--- config.mk ---
export PLATFORM = sky130hd
export DESIGN_NAME = shift_serdes
export DESIGN_NICKNAME = d
export VERILOG_FILES = /design/src/rtl/shift_serdes_pkg.sv /design/src/rtl/shift_bit_counter.sv /design/src/rtl/shift_serdes.sv
export SDC_FILE = /design/constraint.sdc
export NUM_CORES = 1
export LEC_CHECK = 0
export ABC_AREA = 1
export BUFFER_PORTS_ARGS = -buffer_cell sky130_fd_sc_hd__buf_2
export CAP_MARGIN = 20
export CORE_MARGIN = 2
export CORE_UTILIZATION = 60
export CTS_BUF_LIST = sky130_fd_sc_hd__clkbuf_2
export DETAILED_ROUTE_END_ITERATION = 6
export PLACE_DENSITY = 0.84
export SLEW_MARGIN = 25
export SYNTH_ARGS = -nofsm -noshare
export SYNTH_HDL_FRONTEND = slang
export SYNTH_SLANG_ARGS = --single-unit
--- constraint.sdc ---
create_clock -name clk -period 2.2 [get_ports clk]
set_input_delay 0.11 -clock clk [delete_from_list [all_inputs] [get_ports clk]]
set_output_delay 0.11 -clock clk [all_outputs]
set_load 0.005 [all_outputs]
--- src/rtl/shift_serdes_pkg.sv ---
// Shared types and helpers for the shift_serdes serial/parallel converter.
//   piso_state_t : serialiser FSM states
//   cnt_w()      : bit-counter width for a given word width
package shift_serdes_pkg;

    typedef enum logic {
        IDLE  = 1'b0,
        SHIFT = 1'b1
    } piso_state_t;

    function automatic int unsigned cnt_w(input int unsigned width);
        return $clog2(width);
    endfunction

endpackage

--- src/rtl/shift_bit_counter.sv ---
// Modulo-WIDTH bit counter used for both the SIPO and PISO word positions.
//   clk, rst : clock, async active-high reset
//   en       : advance one position (wraps to 0 after WIDTH-1)
//   clr      : synchronous return to 0, wins over en
//   count    : current position
//   at_last  : count is at WIDTH-1
module shift_bit_counter
    import shift_serdes_pkg::*;
#(
    parameter int unsigned WIDTH = 8,
    localparam int unsigned CW = cnt_w(WIDTH)
) (
    input  logic          clk,
    input  logic          rst,
    input  logic          en,
    input  logic          clr,
    output logic [CW-1:0] count,
    output logic          at_last
);

    logic [CW-1:0] count_q;
    logic [CW-1:0] count_d;

    assign at_last = (count_q == CW'(WIDTH - 1));
    assign count   = count_q;

    // Next position: clear first, otherwise wrap at the last position.
    always_comb begin
        count_d = count_q;
        if (clr) begin
            count_d = '0;
        end else if (en) begin
            count_d = at_last ? '0 : count_q + CW'(1);
        end
    end

    always_ff @(posedge clk or posedge rst) begin
        if (rst) begin
            count_q <= '0;
        end else begin
            count_q <= count_d;
        end
    end

endmodule

--- src/rtl/shift_serdes.sv ---
// Independent SIPO deserialiser and PISO serialiser with selectable bit order.
//   clk, rst                  : clock, async active-high reset
//   serial_in, sin_valid      : SIPO bit and its qualifier
//   sipo_clear                : drop the partially assembled SIPO word
//   parallel_out, pout_valid  : last completed SIPO word and its 1-cycle pulse
//   par_in, load_valid        : PISO word and load request
//   load_ready                : PISO can take a word this cycle (combinational)
//   serial_out, sout_valid    : PISO bit and its qualifier
//   sout_last                 : marks the final bit of each PISO word
module shift_serdes
    import shift_serdes_pkg::*;
#(
    parameter int unsigned WIDTH     = 8,
    parameter bit          MSB_FIRST = 1'b1
) (
    input  logic             clk,
    input  logic             rst,
    input  logic             serial_in,
    input  logic             sin_valid,
    input  logic             sipo_clear,
    output logic [WIDTH-1:0] parallel_out,
    output logic             pout_valid,
    input  logic [WIDTH-1:0] par_in,
    input  logic             load_valid,
    output logic             load_ready,
    output logic             serial_out,
    output logic             sout_valid,
    output logic             sout_last
);

    localparam int unsigned CW = cnt_w(WIDTH);

    // ------------------------------------------------------------------
    // SIPO path
    // ------------------------------------------------------------------
    logic [CW-1:0]    cnt;
    logic             cnt_last;
    logic             sipo_en;
    logic             sipo_done;
    logic [CW-1:0]    tap_idx;
    logic [WIDTH-1:0] stage_q;
    logic [WIDTH-1:0] stage_d;
    logic [WIDTH-1:0] word_c;
    logic [WIDTH-1:0] parallel_out_q;
    logic             pout_valid_q;

    // Clear wins over a coincident valid bit, so that bit never counts.
    assign sipo_en   = sin_valid & ~sipo_clear;
    assign sipo_done = sipo_en & cnt_last;

    shift_bit_counter #(.WIDTH(WIDTH)) u_sipo_cnt (
        .clk     (clk),
        .rst     (rst),
        .en      (sipo_en),
        .clr     (sipo_clear),
        .count   (cnt),
        .at_last (cnt_last)
    );

    // Word bit that receives the incoming serial bit at position cnt.
    generate
        if (MSB_FIRST) begin : g_sipo_msb
            assign tap_idx = CW'(WIDTH - 1) - cnt;
        end else begin : g_sipo_lsb
            assign tap_idx = cnt;
        end
    endgenerate

    // word_c is the staging word with the current bit dropped in place;
    // on completion it is the full word and staging restarts empty.
    always_comb begin
        word_c          = stage_q;
        word_c[tap_idx] = serial_in;
        stage_d         = stage_q;
        if (sipo_clear || sipo_done) begin
            stage_d = '0;
        end else if (sipo_en) begin
            stage_d = word_c;
        end
    end

    always_ff @(posedge clk or posedge rst) begin
        if (rst) begin
            stage_q        <= '0;
            parallel_out_q <= '0;
            pout_valid_q   <= 1'b0;
        end else begin
            stage_q      <= stage_d;
            pout_valid_q <= sipo_done;
            if (sipo_done) begin
                parallel_out_q <= word_c;
            end
        end
    end

    assign parallel_out = parallel_out_q;
    assign pout_valid   = pout_valid_q;

    // ------------------------------------------------------------------
    // PISO path
    // ------------------------------------------------------------------
    piso_state_t      state_q;
    logic [CW-1:0]    bcnt;
    logic             bcnt_last;
    logic             accept;
    logic             piso_en;
    logic [WIDTH-1:0] sh_q;
    logic [WIDTH-1:0] sh_shift;
    logic             sh_tap;
    logic             sout_valid_q;
    logic             sout_last_q;

    // Ready in IDLE, or on the last bit so the next word follows without a gap.
    assign load_ready = (state_q == IDLE) | bcnt_last;
    assign accept     = load_valid & load_ready;
    assign piso_en    = (state_q == SHIFT);

    shift_bit_counter #(.WIDTH(WIDTH)) u_piso_cnt (
        .clk     (clk),
        .rst     (rst),
        .en      (piso_en),
        .clr     (accept),
        .count   (bcnt),
        .at_last (bcnt_last)
    );

    // The tap of sh_q is always the bit on the wire; sh_q is zero when idle.
    generate
        if (MSB_FIRST) begin : g_piso_msb
            assign sh_shift = {sh_q[WIDTH-2:0], 1'b0};
            assign sh_tap   = sh_q[WIDTH-1];
        end else begin : g_piso_lsb
            assign sh_shift = {1'b0, sh_q[WIDTH-1:1]};
            assign sh_tap   = sh_q[0];
        end
    endgenerate

    // Serialiser FSM; sout_last is pre-computed one bit ahead (bcnt==WIDTH-2).
    always_ff @(posedge clk or posedge rst) begin
        if (rst) begin
            state_q      <= IDLE;
            sh_q         <= '0;
            sout_valid_q <= 1'b0;
            sout_last_q  <= 1'b0;
        end else begin
            case (state_q)
                IDLE: begin
                    if (accept) begin
                        state_q      <= SHIFT;
                        sh_q         <= par_in;
                        sout_valid_q <= 1'b1;
                        sout_last_q  <= 1'b0;
                    end
                end
                SHIFT: begin
                    if (accept) begin
                        sh_q        <= par_in;
                        sout_last_q <= 1'b0;
                    end else if (bcnt_last) begin
                        state_q      <= IDLE;
                        sh_q         <= '0;
                        sout_valid_q <= 1'b0;
                        sout_last_q  <= 1'b0;
                    end else begin
                        sh_q        <= sh_shift;
                        sout_last_q <= (bcnt == CW'(WIDTH - 2));
                    end
                end
            endcase
        end
    end

    assign serial_out = sh_tap;
    assign sout_valid = sout_valid_q;
    assign sout_last  = sout_last_q;

endmodule

# After elaboration in Yosys (flattened, before gate mapping)
# Index checks and enable logic that the tools add are counted.
# Widths: inputs -> output; s select.
# op_classes
n_eq_ne,6
order_cmp,2
reduce_logical,6
addsub,3
bitwise_logic,6
muxes,27
# op_table
operator,count
$mux 8,5
$mux 3,6
$pmux 8 s2,1
$mux 1,10
$eq 3x3->1 const B,3
$bwmux 8,1
$add 3x1->3 const B,2
$pmux 1 s2,3
$reduce_bool 2->1,3
$lt 3x4->1 const B,1
$ne 2x2->1 const B,2
$and 1x1->1,3
$demux 1 s3,1
$ge 3x1->1 const B,1
$reduce_and 3->1,1
$sub 3x3->3 const A,1
$ne 2x1->1 const B,1
$not 1->1,2
$logic_and 1x1->1,1
$logic_or 1x1->1,1
$or 1x1->1,1
# totals
wordCells,59
reg_bits,34

# Longest topological paths before layout
# Gate-level depths: netlist of the first run.
# depth
depth_word,8
depth_mapped,7
mapped_depth_nobuf,7

# Modules after synthesis
# Synthesis of the first run repeated with hierarchy kept, for this count alone.
# hier_totals
hier_cells,208
area_unflattened_um2,1682.9
# by_module_without_submodules
mod,cells_each,area_per_inst_um2,seq_area_each_um2,n_inst
shift_serdes,168,1365.1,700.7,1
shift_bit_counter,20,158.9,75.1,2

# Worst setup path before layout of the first run
# Ideal clock, no wire load.
# synth_path
path_type,register to register
start,register u_piso_cnt.count_q[0] (netlist: u_piso_cnt.count[0])
end,register sh_q[7]
t_required_ns,2.083
period_less_slack_ns,1.289
setup_ns,0.117
n_path_buf,0
stages_incl_launch_ff,7
setup_slack_ns,0.911
t_arrival_ns,1.173
cell_sequence,dfrtp_1 ha_1 ha_1 a21oi_4 nor2_1 nor2_1 nor2_1
# synth_between
elab_chain_cells,5
# synth_lines
item,line,source
start: declaration,shift_bit_counter.sv:21,logic [CW-1:0] count_q;
start signal: assignment,shift_bit_counter.sv:41,count_q <= count_d;
$eq 3x3->1 *,shift_bit_counter.sv:24,assign at_last = (count_q == CW'(WIDTH - 1));
$or 1x1->1,shift_serdes.sv:114,assign load_ready = (state_q == IDLE) | bcnt_last;
$and 1x1->1,shift_serdes.sv:115,assign accept = load_valid & load_ready;
$mux 8,shift_serdes.sv:156,if (accept) begin
$pmux 8 s2,shift_serdes.sv:146,case (state_q)
end signal: assignment,shift_serdes.sv:150,sh_q <= par_in;
end signal: assignment,shift_serdes.sv:157,sh_q <= par_in;
end signal: assignment,shift_serdes.sv:165,sh_q <= sh_shift;
end: declaration,shift_serdes.sv:107,logic [WIDTH-1:0] sh_q;
# Mark *: on every way between the ends. The rest lies on a longest branch, timed or not.
# A chain may end at the register's enable or synchronous reset.

# Worst setup path in the final report of the first run
# layout_path
start,register u_piso_cnt.count_q[0] (netlist: u_piso_cnt.count[0])
end,output port load_ready
# layout_between
elab_chain_cells,2
# layout_lines
item,line,source
$eq 3x3->1,shift_bit_counter.sv:24,
$or 1x1->1,shift_serdes.sv:114,
end: declaration,shift_serdes.sv:25,"output logic load_ready,"
# No other way between the ends.

==> impl_metrics.yaml, run 1 <==
worst_setup_path:
  worstPathRequired_ps: 2090
  critical_path.cell_chain: "ha_1, ha_1, inv_2, nand2_2, buf_2"
  slowest_stage: "dfrtp_1"
  worst-path-buf-inv: 2
  ff2ff_path_depth: 6
  critPathCaptureType: "output port"
  crit_type: "flop to output port"
  crit_family: "adder cells"
  start_kind: "flop"
  path_max_fanout: 9
  max_stage_delay_ps: 450
  cp.arrival_ps: 1740
  worst-path-stages: 5
  path_common_cell: "ha_1"
floorplanning:
  die_h_um: 58.2
  row_count: 19
  initial_core_util_pct: 63.3
  dieArea_um2: 3380
  io_pins: 27
  die_w_um: 58.2
  core_um2: 2780
drt:
  routed_via_density: 5.28
  drc_errors: 0
  via_count: 1485
  ant_nets: 0
  drt_wl_total_mm: 3.52
  first_pass_iters: 4
  first_iter_violations: 75
  wl_per_cell_um: 12.5
timing:
  tns_ps: 0
  relSlewSlack_pct: 67.5
  final-max-slew-violation-count: 0
  post-route-period-util_pct: 84.0
  clock_skew_ps: 22.8
  max_freq_mhz: 541
  rsz0062_at_grt: "no"
  hold_violations: 0
  finalSetupViolCount: 0
  period_needed_ps: 1850
  worstMarginPinSlew_ps: 487
synth:
  synth.largest_area_cell: "dfrtp_1"
  synth_area_leaders: "dfrtp_1 48%, nand2_1 12%, nand3_1 9.1%"
  synth_flop_cell: "dfrtp_1"
  synth_fp_nets: 235
  ys_seq_area_share_pct: 48.3
  yosysWarningCount: 0
  synth_top_area_share_pct: 48.3
  syn_area_um2: 1760
  async_reset_ff_share_pct: 100
  synth_cell_types: 22
  syn_inst: 216
  yosys_register_bits: 34
  synth_area_per_cell_um2: 8.15
  synth-edff-count: 0
worst_hold_path:
  holdPathStages: 3
  hp-class: "primary input to flop"
global_route:
  grt-busiest-layer: "met2"
  grt_max_degree: 35
  grt_pass1_vias: 1378
  grt_use_met3_pct: 8.04
  use_met1_pct: 32.9
  grt_pass1_wl_mm: 6.14
  grt_remaining_overflow: 0
  antenna_found_initial: 0
  grt_util_met2_pct: 37.0
  grt_use_total_pct: 24.3
layout:
  drive_gt1_share_pct: 20.4
  area_growth_pct: 13.6
  diodes: 0
  final_cell_count_no_fill: 281
  fin_nets: 268
power_and_ir_drop:
  irDropWorstVdd_mv: 0.886
  leakage_nw: 1.15
  power_density_nw_per_um2: 843
clock_tree:
  ctsResizeCount: 0
  cts_num_sinks: 34
  numCtsBuffers: 5
  root_buffer: "clkbuf_2"
  clk_path_buf_depth: 2
  cts-htree-levels: 2
  cts.clk_slew.worst_paths_ps: 190
  clk_latency_ps: 390
  cts_tree: "yes"
placed_design:
  place_inst: 269
  dp_hpwl_mm: 2.39
  io_buffer_count: 26
  gp_congestion: 0.834
status:
  status: "finished clean"
job:
  maxCapViolations: 0
## worst reg2reg max path, stage by stage, from the launching register on
cell and delay [ps]:
dfrtp_1 580, ha_1 220, ha_1 310, nand3_4 190, inv_4 150, nand3_1 90, nand2_1 80
## power breakdown
part	leakage (nW)	switching (mW)	total (mW)	internal, mW
clock	0.0427	0.225	0.414	0.189
sequential	0.452	0.0918	0.830	0.739
combinational	0.657	0.260	0.441	0.181
## cell type report
cell class                      count  area (um2)
Inverter                           28         110
Fill cell                         211         782
Clock inverter                      3        40.0
Tap cell                           31        38.8
Multi-Input combinational cell    149         757
Timing Repair Buffer               31         178
Clock buffer                        5        25.0
Sequential cell                    34         851
## state kept, by name, summed over array words and instances (netlist names)
register and flops:
stage_q 8, parallel_out 8, pout_valid 1, u_sipo_cnt.count 3, sout_last 1, u_piso_cnt.count 3, piso_en 1, sh_q 8
sout_valid 1
## through the flow
| step | power (mW) | hold slack [ps] | util (%) | setup slack [ps] | cell area, um2 |
|---|---|---|---|---|---|
| after floorplan | 1.17 | 248 | - | 911 | 1760 |
| after global placement | 1.26 | 223 | 68.1 | 690 | 1890 |
| after detailed placement | 1.28 | 225 | 68.1 | 591 | 1890 |
| after CTS | 1.69 | 10.9 | 71.9 | 343 | 2000 |
| after global routing | 1.80 | 1.57 | 71.9 | 225 | 2000 |
| final | 1.68 | 12.3 | 71.9 | 351 | 2000 |
## per-layer routing
| metal | vias to the layer above | routed length, um |
|---|---|---|
| li1 | 749 | - |
| met1 | 694 | 1620 |
| met2 | 38 | 1690 |
| met3 | 4 | 170 |
| met4 | 0 | 39 |
| met5 | - | 0 |
## placed cells by master (no fill, tap or decap), types with 2 or more instances in the layout
master and n:
ha_1 5, inv_2 2, nand3_1 32, nand2_2 5
nor2_1 30, buf_2 26, dlygate4sd3_1 4, nand4_1 6
nor2_4 2, o21ai_0 8, inv_1 24, clkbuf_2 5
inv_4 2, clkinv_2 2, nand2_1 54, dfrtp_1 34
## synth_stat cells, types with 2 or more instances
master / count
nand2_1: 54
nor2_1: 30
buf_2: 3
ha_1: 5
nor2_4: 2
inv_4: 2
dfrtp_1: 34
inv_2: 2
nand4_1: 6
inv_1: 24
nand3_1: 32
nand2_2: 5
o21ai_0: 8
## kinds of logic after synthesis
| kind of cell | count (synthesis) | share of synthesized area, % |
|---|---|---|
| AO/OA/AOI/OAI | 12 | 4.55 |
| flip-flops | 34 | 48.3 |
| buffers and inverters | 33 | 8.67 |
| adder cells (fa/ha/maj) | 5 | 3.55 |
| AND/OR/NAND/NOR | 132 | 34.9 |
## final timing paths
| path | slack (ps) | startpoint | end |
|---|---|---|---|
| setup / recovery | 350 | u_piso_cnt.count[0] | load_ready |
| hold / removal | 10 | load_valid | sh_q[0] |
| setup reg to reg | 530 | u_sipo_cnt.count[1] | parallel_out[2] |
| hold reg to reg | 500 | stage_q[3] | stage_q[3] |
| max in group asynchronous | 1570 | rst | stage_q[1] |
| min in group asynchronous | 310 | rst | stage_q[4] |
## timing repair
item	4_1_cts	5_1_grt
buffers inserted	0	0
endpoints found under the hold margin	38	0
hold buffers	4	0
Power figures use the tool's default switching activity.
==> run 2, diff against run 1 <==
Settings changed: ABC_AREA 1 to 0, CORE_UTILIZATION 60 to 58, PLACE_DENSITY 0.84 to 0.81.
Clock period 2.2 ns to 1.8 ns, I/O delays scaled along.
==> impl_metrics.yaml, run 2 <==
power_and_ir_drop:
  power_frac_seq_pct: 54.2
  p_clk_share_pct: 18.7
  leakage_nw: 1.01
  p_switching_mw: 0.591
  power_density_nw_per_um2: 883
  irDropWorstVdd_mv: 0.472
  switching_share_pct: 32.7
  p_int_mw: 1.22
  combPwrFrac_pct: 27.1
layout:
  diodes: 0
  drive_gt1_share_pct: 26.3
  fin_nets: 223
  final_cell_mix: "34 x dfrtp_1, 26 x buf_2, 19 x nand2_1"
  area_growth_pct: 13.5
  final_common_cell: "dfrtp_1"
timing:
  finalSetupViolCount: 0
  hold_violations: 0
  final-max-slew-violation-count: 0
  fin_ws_ps: 137
  worstMarginPinSlew_ps: 428
  rsz0062_at_grt: "no"
  whs_ps: 25.5
  period_needed_ps: 1660
  relSlewSlack_pct: 71.5
  clock_skew_ps: 20.5
  tns_ps: 0
  max_freq_mhz: 601
  post-route-period-util_pct: 92.4
drt:
  via_count: 1414
  ant_nets: 0
  routed_via_density: 5.94
  first_iter_violations: 66
  wl_per_cell_um: 15.6
  drc_errors: 0
  drt_wl_total_mm: 3.72
  first_pass_iters: 4
worst_hold_path:
  hp-class: "primary input to flop"
  min-delay-start: "par_in[4]"
synth:
  synth.most_common_cell: "dfrtp_1"
  syn_inst: 170
  synth_area_per_cell_um2: 10.6
  synth_area_leaders: "dfrtp_1 47%, mux2i_1 9.4%, o21ai_1 4.7%"
  synth_top_area_share_pct: 47.2
  synth_flop_cell: "dfrtp_1"
  synth_fp_nets: 189
  synth_cell_types: 38
  synth-edff-count: 0
  yosys_register_bits: 34
  syn_area_um2: 1800
  ys_seq_area_share_pct: 47.2
  yosysWarningCount: 0
  async_reset_ff_share_pct: 100
  synth.largest_area_cell: "dfrtp_1"
  synth_commonest_cells: "34 x dfrtp_1, 19 x nand2_1, 17 x mux2i_1, 17 x o21ai_1, 10 x a21oi_1"
clock_tree:
  root_buffer: "clkbuf_2"
  clk_path_buf_depth: 2
  numCtsBuffers: 5
  cts-htree-levels: 2
  cts_tree: "yes"
  post-cts-setup-buffers: 0
  clk_latency_ps: 360
  cts.clk_slew.worst_paths_ps: 160
  cts_num_sinks: 34
global_route:
  grt_pass1_vias: 1373
  grt_remaining_overflow: 0
  grt_max_degree: 35
  grt_pass1_wl_mm: 6.15
  grt_use_total_pct: 23.5
  antenna_found_initial: 0
floorplanning:
  die_w_um: 59.8
  row_count: 20
  io_pins: 27
  core_um2: 3000
  dieArea_um2: 3570
  initial_core_util_pct: 60.1
  die_h_um: 59.8
worst_setup_path:
  worstPathRequired_ps: 1710
  r2r-start: "u_sipo_cnt.count[0]"
  crit_type: "flop to output port"
  slowest_stage: "dfrtp_1"
  max_stage_delay_ps: 440
  cp.arrival_ps: 1570
  critPathCaptureType: "output port"
  path_max_fanout: 4
  cp-startpoint: "u_piso_cnt.count[0]"
  path_common_cell: "ha_1"
  start_kind: "flop"
  critical_path.cell_chain: "ha_1, ha_1, nor2b_2, inv_2, buf_2"
placed_design:
  io_buffer_count: 26
  dp_slack_ps: 240
  gp_congestion: 0.834
  dp_hpwl_mm: 2.66
status:
  status: "finished clean"
job:
  maxCapViolations: 0
run 2: changes by cell type after synthesis, sizes merged, moves of 9 or more:
cell	previous run	this run
nand3	34	2
nor2	33	4
o21ai	9	18
a21oi	1	10
mux2i	0	17
nand2	59	20
inv	28	8
run 2: layer usage:
| layer | up-vias | GRT usage [%] | part of all wire, % | wire [um] |
|---|---|---|---|---|
| met3 | 12 | 3.90 | 3.5 | 130 |
| met4 | 0 | 10.2 | 2.1 | 79 |
| met5 | - | 0 | 0 | 0 |
| met2 | 35 | 42.1 | 54 | 2010 |
| li1 | 688 | - | - | - |
| met1 | 679 | 27.3 | 40 | 1510 |
run 2: kinds of logic (layout without fill, tap and decap cells):
group / after synthesis / after routing / synth area share (%)
and+or+nand+nor: 48 / 48 / 17.1
muxes: 17 / 17 / 9.43
adders and majority gates: 5 / 5 / 3.47
buffers and inverters: 20 / 55 / 6.17
DFF: 34 / 34 / 47.2
AOI/OAI and AO/OA: 46 / 46 / 16.6
run 2: metrics by stage:
step | power (mW) | std cells | utilization (%) | area, um2
after floorplan | 1.32 | 170 | - | 1800
after global placement | 1.44 | 224 | 64.8 | 1950
after detailed placement | 1.48 | 224 | 64.8 | 1950
after CTS | 1.82 | 238 | 68.1 | 2050
after global routing | 1.94 | 238 | 68.2 | 2050
final | 1.81 | 238 | 68.2 | 2050
run 2: power by group through the flow:
stage | registers (mW) | clock network (mW) | logic [mW]
floorplan | 0.967 | 0 | 0.356
global placement | 0.982 | 0 | 0.454
detailed placement | 0.993 | 0 | 0.483
CTS | 0.977 | 0.350 | 0.494
global route | 0.996 | 0.384 | 0.559
finish | 0.979 | 0.338 | 0.490
run 2: critical path, delay by kind of cell (launching register included):
| kind | cells | cell delay (ps) |
|---|---|---|
| adders and majority gates | 2 | 410 |
| buffers and inverters | 2 | 180 |
| DFF | 1 | 440 |
| and+or+nand+nor | 1 | 200 |
run 2: area by class of cell:
type	instances	area (um2)
Fill cell	239	955
Sequential cell	34	851
Multi-Input combinational cell	116	845
Timing Repair Buffer	39	243
Tap cell	33	41.3
Clock buffer	6	30.0
Inverter	8	30.0
Clock inverter	2	8.76
run 2: final timing paths:
check,to,slack [ps],depth (start not counted)
min in group asynchronous,stage_q[0],320,4
worst max register to register,parallel_out[4],240,6
max in group asynchronous,u_piso_cnt.count[0],1150,4
worst min-delay path,sh_q[4],30,3
worst max-delay path,load_ready,140,5
worst min register to register,parallel_out[6],510,2
run 2: what timing repair did:
action,4_1_cts,5_1_grt
hold buffers,6,0
hold endpoints to repair,39,0
resized for setup,0,1
setup endpoints to repair,0,1
